`src/rtl/mem_pkg.sv`:
```
// Shared definitions for the MEM stage: load/store size codes and the access FSM states.
package mem_pkg;

  localparam logic [2:0] F3_B  = 3'b000;
  localparam logic [2:0] F3_H  = 3'b001;
  localparam logic [2:0] F3_W  = 3'b010;
  localparam logic [2:0] F3_BU = 3'b100;
  localparam logic [2:0] F3_HU = 3'b101;

  typedef enum logic [1:0] {IDLE, WAIT, ERR_HOLD} state_e;
  typedef enum logic [1:0] {SZ_B, SZ_H, SZ_W} size_e;

  // func3[1:0] alone sets the access size; the unused codes fall back to a word.
  function automatic size_e f3_size(input logic [2:0] f3);
    case (f3[1:0])
      2'b00:   return SZ_B;
      2'b01:   return SZ_H;
      default: return SZ_W;
    endcase
  endfunction

endpackage

```
`src/rtl/mem_align.sv`:
```
// Byte-lane steering: store byte enables / replicated write data, and load extract plus sign/zero extend.
module mem_align
  import mem_pkg::*;
(
  input  logic [2:0]  func3_i,
  input  logic [1:0]  addr_lo_i,
  input  logic [31:0] st_data_i,
  input  logic [31:0] ld_word_i,
  output logic [3:0]  be_o,
  output logic [31:0] wdata_o,
  output logic [31:0] ld_data_o
);

  logic [7:0]  byte_sel;
  logic [15:0] half_sel;
  logic        sign_en;

  assign half_sel = addr_lo_i[1] ? ld_word_i[31:16] : ld_word_i[15:0];
  assign sign_en  = ~func3_i[2];

  // NOTE: every output of a combinational block gets a default first, so no path can infer a latch.
  always_comb begin
    byte_sel = ld_word_i[7:0];
    case (addr_lo_i)
      2'd1:    byte_sel = ld_word_i[15:8];
      2'd2:    byte_sel = ld_word_i[23:16];
      2'd3:    byte_sel = ld_word_i[31:24];
      default: byte_sel = ld_word_i[7:0];
    endcase
  end

  always_comb begin
    be_o      = 4'hF;
    wdata_o   = st_data_i;
    ld_data_o = ld_word_i;
    case (f3_size(func3_i))
      SZ_B: begin
        be_o      = 4'b0001 << addr_lo_i;
        wdata_o   = {4{st_data_i[7:0]}};
        ld_data_o = {{24{byte_sel[7] & sign_en}}, byte_sel};
      end
      SZ_H: begin
        be_o      = 4'b0011 << {addr_lo_i[1], 1'b0};
        wdata_o   = {2{st_data_i[15:0]}};
        ld_data_o = {{16{half_sel[15] & sign_en}}, half_sel};
      end
      default: begin
        be_o      = 4'hF;
        wdata_o   = st_data_i;
        ld_data_o = ld_word_i;
      end
    endcase
  end

endmodule

```
`src/rtl/mem_stage.sv`:
```
// MEM pipeline stage with req/ack data-memory access, timeout abandon, and the MEM/WB register.
// Optional build macro MEM_MISALIGN_TRAP_EN turns misaligned half/word accesses into bus errors.
module mem_stage
  import mem_pkg::*;
#(
  parameter int XLEN    = 32,
  parameter int RD_W    = 6,
  parameter int TMO_MAX = 255
) (
  input  logic            clk,
  input  logic            rst,
  input  logic [XLEN-1:0] me_regs_data2,
  input  logic [XLEN-1:0] me_alu_o,
  input  logic [XLEN-1:0] me_alu_o2,
  input  logic            me_mop_en,
  input  logic [RD_W-1:0] me_rd,
  input  logic            me_mem_read,
  input  logic            me_mem_write,
  input  logic            me_mem2reg,
  input  logic            me_regs_write,
  input  logic [2:0]      me_func3_code,
  output logic            dmem_req,
  output logic            dmem_we,
  output logic [XLEN-1:0] dmem_addr,
  output logic [XLEN-1:0] dmem_wdata,
  output logic [3:0]      dmem_be,
  input  logic            dmem_ack,
  input  logic [XLEN-1:0] dmem_rdata,
  output logic            mem_stall,
  output logic [XLEN-1:0] wb_mem_data,
  output logic [XLEN-1:0] wb_alu_o,
  output logic [XLEN-1:0] wb_alu_o2,
  output logic            wb_mop_en,
  output logic [RD_W-1:0] wb_rd,
  output logic            wb_mem2reg,
  output logic            wb_regs_write,
  output logic            wb_bus_err
);

  localparam int CNT_W = $clog2(TMO_MAX + 1);

  state_e             state_q, state_d;
  logic [CNT_W-1:0]   cnt_q, cnt_d;
  logic               mem_op, is_load, timeout, misaligned, trap, bus_err;
  size_e              op_size;
  logic [XLEN-1:0]    ld_data;

  assign mem_op  = me_mem_read | me_mem_write;
  assign is_load = me_mem_read & ~me_mem_write;
  assign op_size = f3_size(me_func3_code);

`ifdef MEM_MISALIGN_TRAP_EN
  assign misaligned = ((op_size == SZ_H) && me_alu_o[0]) ||
                      ((op_size == SZ_W) && (me_alu_o[1:0] != 2'b00));
`else
  assign misaligned = 1'b0;
`endif

  assign trap    = mem_op & misaligned;
  assign bus_err = timeout | trap;

  // rst gates the handshake directly so a mid-access reset drops req in the same cycle.
  assign dmem_req   = mem_op & (state_q != ERR_HOLD) & ~trap & ~rst;
  assign mem_stall  = mem_op & ~dmem_ack & ~timeout & ~trap & ~rst;
  assign dmem_we    = me_mem_write;
  assign dmem_addr  = {me_alu_o[XLEN-1:2], 2'b00};

  mem_align u_align (
    .func3_i   (me_func3_code),
    .addr_lo_i (me_alu_o[1:0]),
    .st_data_i (me_regs_data2),
    .ld_word_i (dmem_rdata),
    .be_o      (dmem_be),
    .wdata_o   (dmem_wdata),
    .ld_data_o (ld_data)
  );

  always_comb begin
    state_d = state_q;
    cnt_d   = '0;
    timeout = 1'b0;
    case (state_q)
      IDLE: if (mem_op && !trap && !dmem_ack) state_d = WAIT;
      WAIT: begin
        if (dmem_ack || !mem_op) begin
          state_d = IDLE;
        end else if (cnt_q == CNT_W'(TMO_MAX)) begin
          timeout = 1'b1;
          state_d = ERR_HOLD;
        end else begin
          cnt_d = cnt_q + CNT_W'(1);
        end
      end
      ERR_HOLD: state_d = IDLE;
      default:  state_d = IDLE;
    endcase
  end

  // NOTE: sequential state uses non-blocking assignments so every register samples pre-edge values.
  always_ff @(posedge clk or posedge rst) begin
    if (rst) begin
      state_q <= IDLE;
      cnt_q   <= '0;
    end else begin
      state_q <= state_d;
      cnt_q   <= cnt_d;
    end
  end

  always_ff @(posedge clk or posedge rst) begin
    if (rst) begin
      wb_mem_data   <= '0;
      wb_alu_o      <= '0;
      wb_alu_o2     <= '0;
      wb_mop_en     <= 1'b0;
      wb_rd         <= '0;
      wb_mem2reg    <= 1'b0;
      wb_regs_write <= 1'b0;
      wb_bus_err    <= 1'b0;
    end else if (mem_stall) begin
      wb_mem2reg    <= 1'b0;
      wb_regs_write <= 1'b0;
      wb_bus_err    <= 1'b0;
    end else begin
      wb_mem_data   <= (is_load && !bus_err) ? ld_data : '0;
      wb_alu_o      <= me_alu_o;
      wb_alu_o2     <= me_alu_o2;
      wb_mop_en     <= me_mop_en;
      wb_rd         <= me_rd;
      wb_mem2reg    <= me_mem2reg & ~bus_err;
      wb_regs_write <= me_regs_write & ~bus_err;
      wb_bus_err    <= bus_err;
    end
  end

endmodule
```
`config.mk`:
```
export PLATFORM = sky130hd
export DESIGN_NAME = mem_stage
export DESIGN_NICKNAME = d
export VERILOG_FILES = /design/src/rtl/mem_pkg.sv /design/src/rtl/mem_align.sv /design/src/rtl/mem_stage.sv
export SDC_FILE = /design/constraint.sdc
export NUM_CORES = 1
export LEC_CHECK = 0
export CAP_MARGIN = 20
export CORE_UTILIZATION = 36
export CTS_CLUSTER_DIAMETER = 30
export DETAILED_ROUTE_END_ITERATION = 6
export GPL_TIMING_DRIVEN = 1
export PLACE_DENSITY = 0.86
export SLEW_MARGIN = 40
export SYNTH_ARGS = -nofsm -noshare
export SYNTH_HDL_FRONTEND = slang
export SYNTH_SLANG_ARGS = --single-unit
```
`constraint.sdc`:
```
create_clock -name clk -period 3.4 [get_ports clk]
set_clock_uncertainty 0.1 [all_clocks]
set_input_delay 0.51 -clock clk [delete_from_list [all_inputs] [get_ports clk]]
set_output_delay 0.51 -clock clk [all_outputs]
set_load 0.02 [all_outputs]
```
Yosys cells after proc, flatten, opt, wreduce, memory -nomap -nowiden

Cells that the tools add are included.

Add/sub/neg operators: 1
Equality and inequality tests: 10
Shift-type cells: 2
Mux-type cells: 20
Bitwise logic cells: 16
Reductions and logical operators: 10

Operators with widths:

| kind                  | number |
|---|---|
| $pmux W32 S2          | 2 |
| $mux W32              | 1 |
| $mux W8               | 3 |
| $pmux W8 S3           | 1 |
| $mux W16              | 1 |
| $and A1 B1 Y1         | 10 |
| $add A8 B1 Y8 const B | 1 |
| $eq A2 B1 Y1 const B  | 4 |
| $eq A8 B8 Y1 const B  | 1 |
| $pmux W2 S2           | 2 |
| $pmux W4 S2           | 1 |
| $logic_not A2 Y1      | 3 |
| $mux W1               | 6 |
| $mux W2               | 3 |
| $not A1 Y1            | 5 |
| $eq A2 B2 Y1 const B  | 2 |
| $ne A2 B2 Y1 const B  | 2 |
| $shl A1 B2 Y4 const A | 1 |
| $shl A2 B2 Y4 const A | 1 |
| $logic_not A1 Y1      | 3 |
| $ne A3 B3 Y1 const B  | 1 |
| $logic_and A1 B1 Y1   | 2 |
| $reduce_and A2 Y1     | 1 |
| $logic_or A1 B1 Y1    | 1 |
| $or A1 B1 Y1          | 1 |

Register bits: 116
Bits of input ports: 145
Logic and storage cells: 69

Depth between registers and ports, before layout

Gate-level depths: netlist of the first run.

Word-level depth: 9
Mapped depth: 7
Gate-level depth less buffers: 4

Hierarchy

Synthesis of the first run repeated with hierarchy kept, for this count alone.

Cell total of the unflattened synthesis: 504
Area total of the unflattened synthesis: 6155.9 sq um

Modules (own cells, without submodules):

| module    | instances | cells each | area an instance (sq um) | seq. area each (sq um) |
|---|---|---|---|---|
| mem_stage | 1         | 310        | 4718.3                   | 2902.8 |
| mem_align | 1         | 194        | 1437.6                   | 0.0 |

Worst setup path after synthesis of the first run

OpenSTA, ideal clock, no wires.

Path kind: input port to output port
From: in me_func3_code[0]
To: out dmem_wdata[24]
Arrival time: 1.795 ns
Required time: 2.790 ns
Setup slack: 0.995 ns
Stages on the path: 4
Cell sequence: clkbuf_1 clkbuf_1 mux2i_1 o21ai_0

Longest elaborated chain between the ends: 4
Elaborated cells between the ends (all ways): 6
Classes of those cells: 2 x eq/ne; 2 x mux; 2 x reduce/logical

Ends and longest elaborated chain:

| element                                                 | RTL line        | RTL |
|---|---|---|
| from (decl)                                             | mem_stage.sv:21 | `input logic [2:0] me_func3_code,` |
| $eq A2 B1 Y1 / $logic_not A2 Y1 (equally long branches) | mem_pkg.sv:15   | `case (f3[1:0])` |
| $pmux W2 S2 (*)                                         | mem_pkg.sv:15   |  |
| $eq A2 B1 Y1 / $logic_not A2 Y1 (equally long branches) | mem_align.sv:36 | `case (f3_size(func3_i))` |
| $pmux W32 S2 (*)                                        | mem_align.sv:36 |  |
| to (decl)                                               | mem_stage.sv:25 | `output logic [XLEN-1:0] dmem_wdata,` |

Every way passes the cells marked *; elsewhere a longest branch is shown, timed or not.

Final worst setup path of the first run

From: in me_mem_write
To: out mem_stall

Longest elaborated chain between the ends: 8
Elaborated cells between the ends (all ways): 9
Classes of those cells: 2 x mux; 5 x bitwise; 2 x reduce/logical

Ends and longest elaborated chain:

| element                         | RTL line        | RTL |
|---|---|---|
| from (decl)                     | mem_stage.sv:18 | `input logic me_mem_write,` |
| $or A1 B1 Y1 (*)                | mem_stage.sv:48 | `assign mem_op = me_mem_read \| me_mem_write;` |
| $logic_not A1 Y1                | mem_stage.sv:85 | `if (dmem_ack \|\| !mem_op) begin` |
| $logic_or A1 B1 Y1              | mem_stage.sv:85 |  |
| $mux W1                         | mem_stage.sv:85 |  |
| $mux W1                         | mem_stage.sv:82 | `case (state_q)` |
| $not A1 Y1                      | mem_stage.sv:64 | `assign mem_stall = mem_op & ~dmem_ack & ~timeout & ~trap & ~rst;` |
| $and A1 B1 Y1 (*) (2 in series) | mem_stage.sv:64 |  |
| to (decl)                       | mem_stage.sv:29 | `output logic mem_stall,` |

Marks and branches as above.

==> impl_metrics.env, run 1 <==
export IMPL_nets=905
export IMPL_cts_resized=0
export IMPL_critPathRequiredTime_ns=2.79
export IMPL_route_detailed_drc=0
export IMPL_syn_inst=479
export IMPL_drive_gt1_share_pct=18.42
export IMPL_finalInstanceArea_mm2=0.009602
export IMPL_numCtsBuffers=17
export IMPL_grt_use_total_pct=21.26
export IMPL_rsz0062_at_grt="no"
export IMPL_grt_start_max_net_pins=65
export IMPL_syn_mean_instance_area_um2=12.30
export IMPL_cts_sinks=116
export IMPL_ir_drop_uv=282.7
export IMPL_fmax_mhz=336.1
export IMPL_post_route_min_period_ns=2.975
export IMPL_crit_path_start_kind="input pin"
export IMPL_grt_overflow_total=0
export IMPL_drt_total_wl_mm=17.89
export IMPL_syn_cell_area_mm2=0.005893
export IMPL_slowest_stage="clkdlybuf4s50_1"
export IMPL_rows=46
export IMPL_dp_hpwl_mm=13.50
export IMPL_hold_violations=0
export IMPL_synth_seq_area_share_pct=49.26
export IMPL_crit_path_max_incr_delay_ns=0.64
export IMPL_antenna_found_initial=0
export IMPL_clk_latency_ns=0.41
export IMPL_synth_edf_count=0
export IMPL_diodes=0
export IMPL_clk_root_buffer_cell="clkbuf_16"
export IMPL_crit_top_cell="clkdlybuf4s50_1"
export IMPL_ios=322
export IMPL_cp_end_kind="output pin"
export IMPL_h_tree_depth=4
export IMPL_synthDistinctLibCells=47
export IMPL_place_inst=956
export IMPL_ant_nets=0
export IMPL_layout_area_overhead_vs_synth_pct=62.93
export IMPL_path_cells="clkdlybuf4s50_1 -> nor2_1 -> or3_1 -> a21oi_4 -> clkdlybuf4s50_1"
export IMPL_layout_commonest_cell="clkdlybuf4s50_1"
export IMPL_routedWlPerCell_um=18.12
export IMPL_crit_type="in2out"
export IMPL_slew_headroom_pct=47.21
export IMPL_maxCapViolCount=0
export IMPL_grt_pass1_wl_mm=26.65
export IMPL_cts_tree="built"
export IMPL_hold_ws_ns=0.3891
export IMPL_status="completed"
export IMPL_worst_slew_pin_slew_ns=0.7892
export IMPL_post_cts_repair_setup_buffers=0
export IMPL_place_area_mm2=0.009034
export IMPL_ys_dominant_reg_cell="dfrtp_1"
export IMPL_die_y_um=129.9
export IMPL_die_area_mm2=0.01689
export IMPL_fillers=1238
export IMPL_gp_congestion=0.8239
export IMPL_grt_pass1_vias=4889
export IMPL_tns_ns=0
export IMPL_slew_viol_final=0
export IMPL_period_share_pct=87.50
export IMPL_setup_viol=0
export IMPL_power_leakage_nw=4.038
export IMPL_first_pass_iters=5
export IMPL_core_area_mm2=0.01594
export IMPL_arrival_ns=2.37
export IMPL_cts_path_max_buffers=2
export IMPL_via_count=4874
export IMPL_drtIter0Drc=273
export IMPL_stdcell_count=987
export IMPL_final_cell_mix="318 x clkdlybuf4s50_1, 116 x dfrtp_1, 64 x mux2_2"
export IMPL_path_buf_inv=2
export IMPL_synth_seq_cells=116
export IMPL_io_buffers=319
export IMPL_synthArstFlopShare_pct=100.0
export IMPL_holdBufCountCts=0
export IMPL_vias_per_cell=4.938
export IMPL_path_max_fanout=5
export IMPL_power_density_mw_per_mm2=444.7
export IMPL_ys_warn_count=0
export IMPL_crit_family="buffers and inverters"
export IMPL_path_clk_slew_ns=0.05
export IMPL_die_x_um=129.9
export IMPL_hold_path_class="in2async"
export IMPL_initial_utilization_pct=36.96
## routing by layer
layer / routed length [um] / part of all wire (%) / global-route usage (%)
met1: 6830 / 38 / 24.19
met3: 1409 / 7.9 / 5.289
met2: 9101 / 51 / 37.59
met4: 547 / 3.1 / 9.713
met5: 0 / 0 / 0
## report_power, final
part           leakage [nW]  switching (mW)  internal (mW)
combinational          2.33           0.467          0.554
clock                 0.274           0.613           1.10
sequential             1.44          0.0543           1.48
total                  4.04            1.13           3.13
## state kept, by name, indices dropped and copies added, names as in the netlist
register	cells
wb_alu_o2	32
wb_alu_o	32
wb_mem_data	32
cnt_q	8
wb_rd	6
state_q	2
wb_bus_err	1
wb_mem2reg	1
wb_mop_en	1
wb_regs_write	1
## cell type report
class | instances | area, um^2 | share of cell area [%]
tap | 216 | 270.3 | 2.815
sequential | 116 | 2903 | 30.23
inverter | 12 | 48.80 | 0.5082
timing repair buffer | 332 | 3323 | 34.61
clock inverter | 10 | 107.6 | 1.121
clock buffer | 21 | 460.4 | 4.795
multi-input combinational | 280 | 2489 | 25.92
## worst paths after layout
check	from	to	slack, ns	cells past startpoint
setup / recovery	me_mem_write	mem_stall	0.42	5
hold / removal	rst	wb_mem_data[31]$_DFFE_PP0N_	0.39	2
setup reg to reg	cnt_q[0]$_DFF_PP0_	wb_alu_o[14]$_DFFE_PP0N_	0.98	6
hold reg to reg	wb_mem_data[27]$_DFFE_PP0N_	wb_mem_data[27]$_DFFE_PP0N_	0.40	1
max in group asynchronous	rst	wb_mem_data[26]$_DFFE_PP0N_	1.99	3
min in group clk	wb_mem_data[27]$_DFFE_PP0N_	wb_mem_data[27]$_DFFE_PP0N_	0.40	1
## Yosys cell counts, types with 6 or more instances
master	n	area share, %
a21oi_1	7	0.59
a222oi_1	6	1.0
a22o_1	31	4.6
buf_2	13	1.1
buf_4	44	5.6
clkbuf_1	11	0.70
dfrtp_1	116	49
inv_1	12	0.76
mux2_2	64	12
mux2_4	27	6.9
mux2i_1	14	2.4
nand2_1	13	0.83
nand2b_1	19	2.0
nor2_1	13	0.83
nor2b_1	11	1.2
o21ai_0	21	1.8
## kinds of logic (layout without fill, tap and decap cells)
family | Yosys count | after routing | share of synthesized area [%]
flip-flops | 116 | 116 | 49.26
multiplexers | 106 | 106 | 21.87
AO/OA/AOI/OAI | 85 | 85 | 11.06
buffers and inverters | 84 | 375 | 8.938
AND/OR/NAND/NOR | 80 | 80 | 7.707
XOR/XNOR | 6 | 6 | 0.8917
adder cells (fa/ha/maj) | 1 | 1 | 0.2123
other | 1 | 2 | 0.06363
## metrics by stage
| step | setup slack (ns) | util [%] | power [mW] |
|---|---|---|---|
| 2_1_floorplan | 0.9954 | - | 2.051 |
| 4_1_cts | 0.4060 | 60.23 | 4.308 |
| 6_report | 0.4248 | 60.23 | 4.270 |
| 3_5_place_dp | 0.4161 | 56.66 | 2.578 |
| 5_1_grt | 0.3388 | 60.23 | 4.432 |
| 3_3_place_gp | 0.4276 | 56.58 | 2.560 |
(Power assumes the default switching activity.)
==> run 2: changes to the inputs <==
Settings changed: CORE_MARGIN set to 2.
==> run 2 against run 1 <==
Sequential share of layout area about the same. Utilization down 0.055 points. Cell area about the same. Critical path type unchanged. Largest cell class unchanged.
==> impl_metrics.env, run 2 (synthesized netlist as in run 1, its figures left out) <==
export IMPL_status="completed"
export IMPL_grt_start_max_net_pins=73
export IMPL_total_power_mw=4.161
export IMPL_initial_utilization_pct=36.96
export IMPL_path_clk_slew_ns=0.06
export IMPL_holdBufCountCts=0
export IMPL_cts_sinks=116
export IMPL_antenna_found_initial=0
export IMPL_h_tree_depth=4
export IMPL_critPathRequiredTime_ns=2.79
export IMPL_first_pass_iters=7
export IMPL_crit_type="in2out"
export IMPL_die_area_mm2=0.01741
export IMPL_grt_overflow_total=0
export IMPL_drtIter0Drc=353
export IMPL_power_leakage_nw=4.031
export IMPL_fillers=1294
export IMPL_drt_total_wl_mm=18.37
export IMPL_ir_drop_uv=292.9
export IMPL_crit_path_start_kind="input pin"
export IMPL_routedWlPerCell_um=18.54
export IMPL_io_buffers=319
export IMPL_slew_headroom_pct=52.28
export IMPL_gp_congestion=0.8082
export IMPL_worst_slew_pin_slew_ns=0.7159
export IMPL_cts_resized=0
export IMPL_cts_tree="built"
export IMPL_maxCapViolCount=0
export IMPL_cts_path_max_buffers=2
export IMPL_layout_area_overhead_vs_synth_pct=62.78
export IMPL_nets=908
export IMPL_path_max_fanout=5
export IMPL_ios=322
export IMPL_numCtsBuffers=17
export IMPL_slew_viol_final=0
export IMPL_post_route_min_period_ns=2.999
export IMPL_diodes=0
export IMPL_place_ws_ns=0.4009
export IMPL_ant_nets=0
export IMPL_route_detailed_drc=0
export IMPL_power_density_mw_per_mm2=433.8
export IMPL_via_count=4825
export IMPL_dp_hpwl_mm=13.75
export IMPL_setup_slack_ns=0.4011
export IMPL_die_y_um=131.9
export IMPL_drive_gt1_share_pct=18.97
export IMPL_grt_pass1_wl_mm=28.77
export IMPL_grt_pass1_vias=5106
export IMPL_place_area_mm2=0.009055
export IMPL_setup_viol=0
export IMPL_period_share_pct=88.20
export IMPL_rows=46
export IMPL_hold_path_class="reg2reg"
export IMPL_hold_violations=0
export IMPL_core_area_mm2=0.01594
export IMPL_finalInstanceArea_mm2=0.009593
export IMPL_reg_top3="wb_alu_o2 (32), wb_alu_o (32), wb_mem_data (32)"
export IMPL_arrival_ns=2.39
export IMPL_cp_end_kind="output pin"
export IMPL_final_cell_mix="318 x clkdlybuf4s50_1, 116 x dfrtp_1, 64 x mux2_2"
export IMPL_clk_latency_ns=0.40
export IMPL_vias_per_cell=4.869
export IMPL_grt_use_total_pct=21.06
export IMPL_tns_ns=0
export IMPL_layout_commonest_cell="clkdlybuf4s50_1"
export IMPL_post_cts_repair_setup_buffers=0
export IMPL_clk_root_buffer_cell="clkbuf_16"
export IMPL_die_x_um=131.9
export IMPL_rsz0062_at_grt="no"
export IMPL_fmax_mhz=333.5
export IMPL_finalCoreUtilization_pct=60.17
run 2: cell types whose count changed in the layout (fill, tap and decap cells not counted), sizes merged:
cell	before	now
clkbuf	21	17
buf	14	17
clkinvlp	4	7
inv	11	14
bufinv	2	0
clkinv	5	6
run 2: through the flow:
stage,cells,hold WS [ns]
final,991,0.3901
after global routing,991,0.4095
after CTS,991,0.3959
after detailed placement,959,0.3827
after global placement,959,0.3807
after floorplan,480,0.3710
run 2: layer usage:
layer  track usage (%)  share of wire [%]  up-vias
li1                  -                  -     2253
met2             37.70                 52      249
met4             6.703                1.8        0
met3             6.421                7.7       19
met1             24.00                 39     2304
met5                 0                  0        -
run 2: critical path: stages:
cell and delay, ns:
clkdlybuf4s50_1 0.50, nor2_1 0.10, or3_1 0.39, a21oi_4 0.24
clkdlybuf4s50_1 0.65
run 2: layout make-up:
| cell class | instances | area (um^2) | area share, % |
|---|---|---|---|
| clock buffer | 17 | 425.4 | 4.435 |
| sequential | 116 | 2903 | 30.26 |
| timing repair buffer | 335 | 3362 | 35.05 |
| inverter | 12 | 48.80 | 0.5087 |
| multi-input combinational | 280 | 2475 | 25.80 |
| tap | 216 | 270.3 | 2.817 |
| clock inverter | 15 | 108.9 | 1.135 |
run 2: worst paths after layout:
| check | from | endpoint | slack (ns) | depth (start not counted) |
|---|---|---|---|---|
| max reg2reg | cnt_q[0]$_DFF_PP0_ | wb_alu_o[5]$_DFFE_PP0N_ | 0.98 | 6 |
| min | wb_mem_data[5]$_DFFE_PP0N_ | wb_mem_data[5]$_DFFE_PP0N_ | 0.39 | 1 |
| max in group asynchronous | rst | wb_alu_o[11]$_DFFE_PP0N_ | 2.02 | 3 |
| min in group asynchronous | rst | cnt_q[6]$_DFF_PP0_ | 0.60 | 3 |
| min reg2reg | wb_mem_data[5]$_DFFE_PP0N_ | wb_mem_data[5]$_DFFE_PP0N_ | 0.39 | 1 |
| max | me_mem_write | mem_stall | 0.40 | 5 |
run 2: power breakdown:
part / leakage [nW] / switching, mW / internal [mW]
clock: 0.248 / 0.679 / 0.932
sequential: 1.44 / 0.0528 / 1.48
combinational: 2.35 / 0.465 / 0.557
total: 4.03 / 1.20 / 2.96
==> run 3: changes to the inputs <==
Settings changed: CTS_CLUSTER_DIAMETER 30 to 50.
==> results of run 3 <==
Same layout as run 2: the final DEF is identical, and so are final timing and power.
==> RTL change 1: new RTL, settings of run 3 <==
Put one more register stage on the output `wb_bus_err`, with the module's reset. The value now appears one clock later. The other outputs are not delayed to match.
--- a/src/rtl/mem_stage.sv
+++ b/src/rtl/mem_stage.sv
@@ -39,4 +39,6 @@
 
   localparam int CNT_W = $clog2(TMO_MAX + 1);
+
+  logic wb_bus_err_s0;
 
   state_e             state_q, state_d;
@@ -117,9 +119,9 @@
       wb_mem2reg    <= 1'b0;
       wb_regs_write <= 1'b0;
-      wb_bus_err    <= 1'b0;
+      wb_bus_err_s0 <= 1'b0;
     end else if (mem_stall) begin
       wb_mem2reg    <= 1'b0;
       wb_regs_write <= 1'b0;
-      wb_bus_err    <= 1'b0;
+      wb_bus_err_s0 <= 1'b0;
     end else begin
       wb_mem_data   <= (is_load && !bus_err) ? ld_data : '0;
@@ -130,5 +132,13 @@
       wb_mem2reg    <= me_mem2reg & ~bus_err;
       wb_regs_write <= me_regs_write & ~bus_err;
-      wb_bus_err    <= bus_err;
+      wb_bus_err_s0 <= bus_err;
+    end
+  end
+
+  always_ff @(posedge clk or posedge rst) begin
+    if (rst) begin
+      wb_bus_err <= '0;
+    end else begin
+      wb_bus_err <= wb_bus_err_s0;
     end
   end
Check against the original RTL: same outputs for any inputs over 10 cycles, from zero or initial values and one cycle with rst high; that may be too few to reach the edited logic, so the function may still have changed.
==> RTL change 1 against run 3 <==
Critical path depth is the same. Final area grew 1.1%. Cell count grew 0.20%. Sequential cell count grew 1. Power grew 6.3%. Die area grew 0.41%. Wire length grew 0.44%. Area after synthesis grew 0.42%. Worst setup slack gained 23 ps.
==> RTL change 1: results (changes against run 3) <==
Final layout
  – Register area: 0.00293 sq mm (was 0.00290 sq mm)
  – # nets final: 910 (was 908)
  – Clock buf count: 19 (was 17)
  – Buffers, non-clock: 336 (was 335)
  – NonClk Buf Share: 0.344 (was 0.350)

Synthesis
  – Post-Synth XOR/XNOR Area: 0.00888 (was 0.00892)
  – Adder-Cell Fraction of Synth Area: 0.00211 (was 0.00212)
  – Post-synthesis mux area share: 0.218 (was 0.219)
  – Post-synthesis sequential area ratio: 0.495 (was 0.493)
  – Post-synthesis cell count: 480 (was 479)

Placed design
  – GP Congestion: 0.817 (was 0.808)

Detailed routing
  – Final WL: 18,500 um (was 18,400 um)
  – M1 WL: 6750 um (was 7140 um)
  – Met2 wire len: 9930 um (was 9480 um)
  – Met3 routed WL: 1340 um (was 1420 um)
  – Initial DRC count: 239 (was 353)

Power
  – Seq pwr share: 0.349 (was 0.367)
  – Power Density: 456 mW/mm^2 (was 434 mW/mm^2)
  – Leakage power: 4.09 nW (was 4.03 nW)

Outcome
  – Status: finished clean (unchanged)

STA
  – Slew @ Worst Pin: 758 ps (was 716 ps)

GRT
  – Vias in the first global route: 5,241 (was 5,106)
  – Met1 Usage GRT: 0.228 (was 0.240)
  – Largest net degree at the start of global routing: 67 (was 73)
  – First-pass GRT wire length: 29,100 um (was 28,800 um)

Min path
  – HP Start: wb_bus_err_s0 (was wb_mem_data[5])
[RTL change 1: changes by cell type in the layout (fill, tap and decap cells not counted), moves of 2 or more]
cell,change
buf_12,-2
buf_4,+3
bufinv_16,+3
clkbuf_8,+2
clkinv_2,-3
clkinvlp_4,-3
[RTL change 1: metrics by stage]
stage	std cells	cell area (sq um)	hold WS [ps]	util	setup slack, ps
after floorplan	481	5930	231	-	995
after global placement	960	9050	235	0.566	114
after detailed placement	961	9070	245	0.567	396
after CTS	993	9690	257	0.606	392
after global routing	993	9700	275	0.606	332
final	993	9700	262	0.606	424
[RTL change 1: final timing paths]
path | to | cells past startpoint
setup / recovery | mem_stall | 5
hold / removal | wb_bus_err | 0
setup reg to reg | wb_alu_o[17] | 6
hold reg to reg | wb_bus_err | 0
max in group asynchronous | wb_mem_data[27] | 3
min in group asynchronous | wb_mem2reg | 3
==> RTL change 2: new RTL, config.mk and constraints of run 3 <==
Without the edit above. `TMO_MAX`: 255 -> 510.
--- a/src/rtl/mem_stage.sv
+++ b/src/rtl/mem_stage.sv
@@ -6,5 +6,5 @@
   parameter int XLEN    = 32,
   parameter int RD_W    = 6,
-  parameter int TMO_MAX = 255
+  parameter int TMO_MAX = 510
 ) (
   input  logic            clk,
Formal check against the unedited RTL: no difference found for any inputs over 10 cycles, from zero or initial values and one cycle with rst high; that may be too few to reach the edited logic, so the function may still have changed.
==> RTL change 2 against run 3 <==
Largest power group unchanged. Die area grew 1.8%. Power is 1.3% higher. Final area up 0.77%. Wire length is 1.2% higher. Sequential cell count rose by 1. Area after synthesis grew 1.8%. Via count is 2.9% higher. Critical path type unchanged. Worst setup slack gained 15 ps.
==> RTL change 2: results (changes against run 3) <==
Placed design
  – Post-DP Area: 0.00912 sq mm (was 0.00905 sq mm)
  – Pre-CTS setup slack: 397 ps (was 401 ps)
  – GP Congestion: 0.790 (was 0.808)
  – Placed Cells: 953 (was 959)
  – Hpwl dp: 13,800 um (was 13,700 um)

Clock tree
  – Clock Root Buffer: clkbuf_16 (unchanged)
  – Htree depth: 4 (unchanged)
  – Inserted Clock Buffers: 17 (unchanged)
  – Post-CTS Setup Repair Bufs: 0 (unchanged)
  – CTS clk-pin slew, worst paths: 50 ps

Synthesis
  – Synth cell count leaders: dfrtp_1 (117), mux2_2 (83), buf_4 (46), a22o_1 (31), mux2_4 (27) (was dfrtp_1 (116), mux2_2 (64), buf_4 (44), a22o_1 (31), mux2_4 (27))
  – Synth warn: 0 (unchanged)
  – Synth Area in Compound Gates: 0.106 (was 0.111)
  – Post-synthesis cell count: 470 (was 479)
  – Post-synthesis sequential area ratio: 0.488 (was 0.493)
  – Largest cells by area after synthesis: dfrtp_1 (49%), mux2_2 (16%), mux2_4 (6.8%) (was dfrtp_1 (49%), mux2_2 (12%), mux2_4 (6.9%))
  – Post-Synth XOR/XNOR Area: 0.0102 (was 0.00892)
  – EDFF count, synth: 0 (unchanged)
  – Post-synthesis mux area share: 0.254 (was 0.219)
  – Adder-Cell Fraction of Synth Area: 0.00417 (was 0.00212)

Detailed routing
  – Via count: 4,966 (was 4,825)
  – Drt wl/cell: 18.9 um (was 18.5 um)
  – Initial DRC count: 260 (was 353)
  – M1 WL: 7220 um (was 7140 um)
  – Top Metal Used: met4 (unchanged)
  – Detailed Routing Iterations Pass 1: 5 (was 7)
  – Met2 wire len: 9390 um (was 9480 um)

STA
  – Final worst path period need: 2980 ps (was 3000 ps)
  – Slew HR: 0.538 (was 0.523)

GRT
  – Largest net degree at the start of global routing: 104 (was 73)
  – First-pass GRT wire length: 28,400 um (was 28,800 um)
  – GR Util All Layers: 0.209 (was 0.211)
  – Vias in the first global route: 5,167 (was 5,106)

Power
  – VDD IR max: 0.000304 V (was 0.000293 V)
  – Leakage power: 4.05 nW (was 4.03 nW)

Worst setup path
  – Crit path DAT: 2370 ps (was 2390 ps)
  – FF-to-FF path depth: 7 (was 6)
  – Slowest-stage cell, CP: clkdlybuf4s50_1 (unchanged)
  – CP max FO: 4 (was 5)
  – R2R setup slack: 1150 ps (was 980 ps)
  – Setup crit end: mem_stall (unchanged)
  – R2r endpoint: wb_alu_o[2] (was wb_alu_o[5])
  – Delay of the slowest critical-path stage: 730 ps (was 650 ps)

Final layout
  – Ratio of cells with drive above 1 in the final layout: 0.217 (was 0.190)
  – Fill cells: 1,330 (was 1,294)
  – # nets final: 899 (was 908)
  – Non-filler instance count after layout: 985 (was 991)

Outcome
  – Status: finished clean (unchanged)

Min path
  – HP Start: cnt_q[0] (was wb_mem_data[5])
  – Hold Path Class: register to register (unchanged)
==> RTL change 2: worst min-delay path by stage <==
stage,slack (ps),endpoint,depth (start not counted)
after floorplan,350,cnt_q[0],1
after global placement,370,cnt_q[0],1
after detailed placement,390,wb_alu_o2[21],1
after CTS,400,cnt_q[0],1
after global routing,410,wb_alu_o[16],1
final,400,cnt_q[0],1
==> RTL change 2: area by class of cell <==
type	count	area, sq um	area share
repair buffers	333	3320	0.344
flip-flops and latches	117	2930	0.303
multi-input cells	275	2570	0.265
clock buffers	19	433	0.0448
well taps	220	275	0.0285
clock inverters	13	110	0.0114
inverters	8	33.8	0.00349
==> RTL change 2: power by group <==
part           switching, mW  internal, mW  leakage, nW
registers             0.0501          1.49         1.45
clock network          0.641         0.998        0.255
logic                  0.476         0.564         2.34
total                   1.17          3.05         4.05
==> RTL change 2: per-layer routing <==
layer | global-route usage | vias up
li1 | - | 2241
met1 | 0.239 | 2432
met2 | 0.372 | 261
met3 | 0.0510 | 32
met4 | 0.0928 | 0
met5 | 0 | -
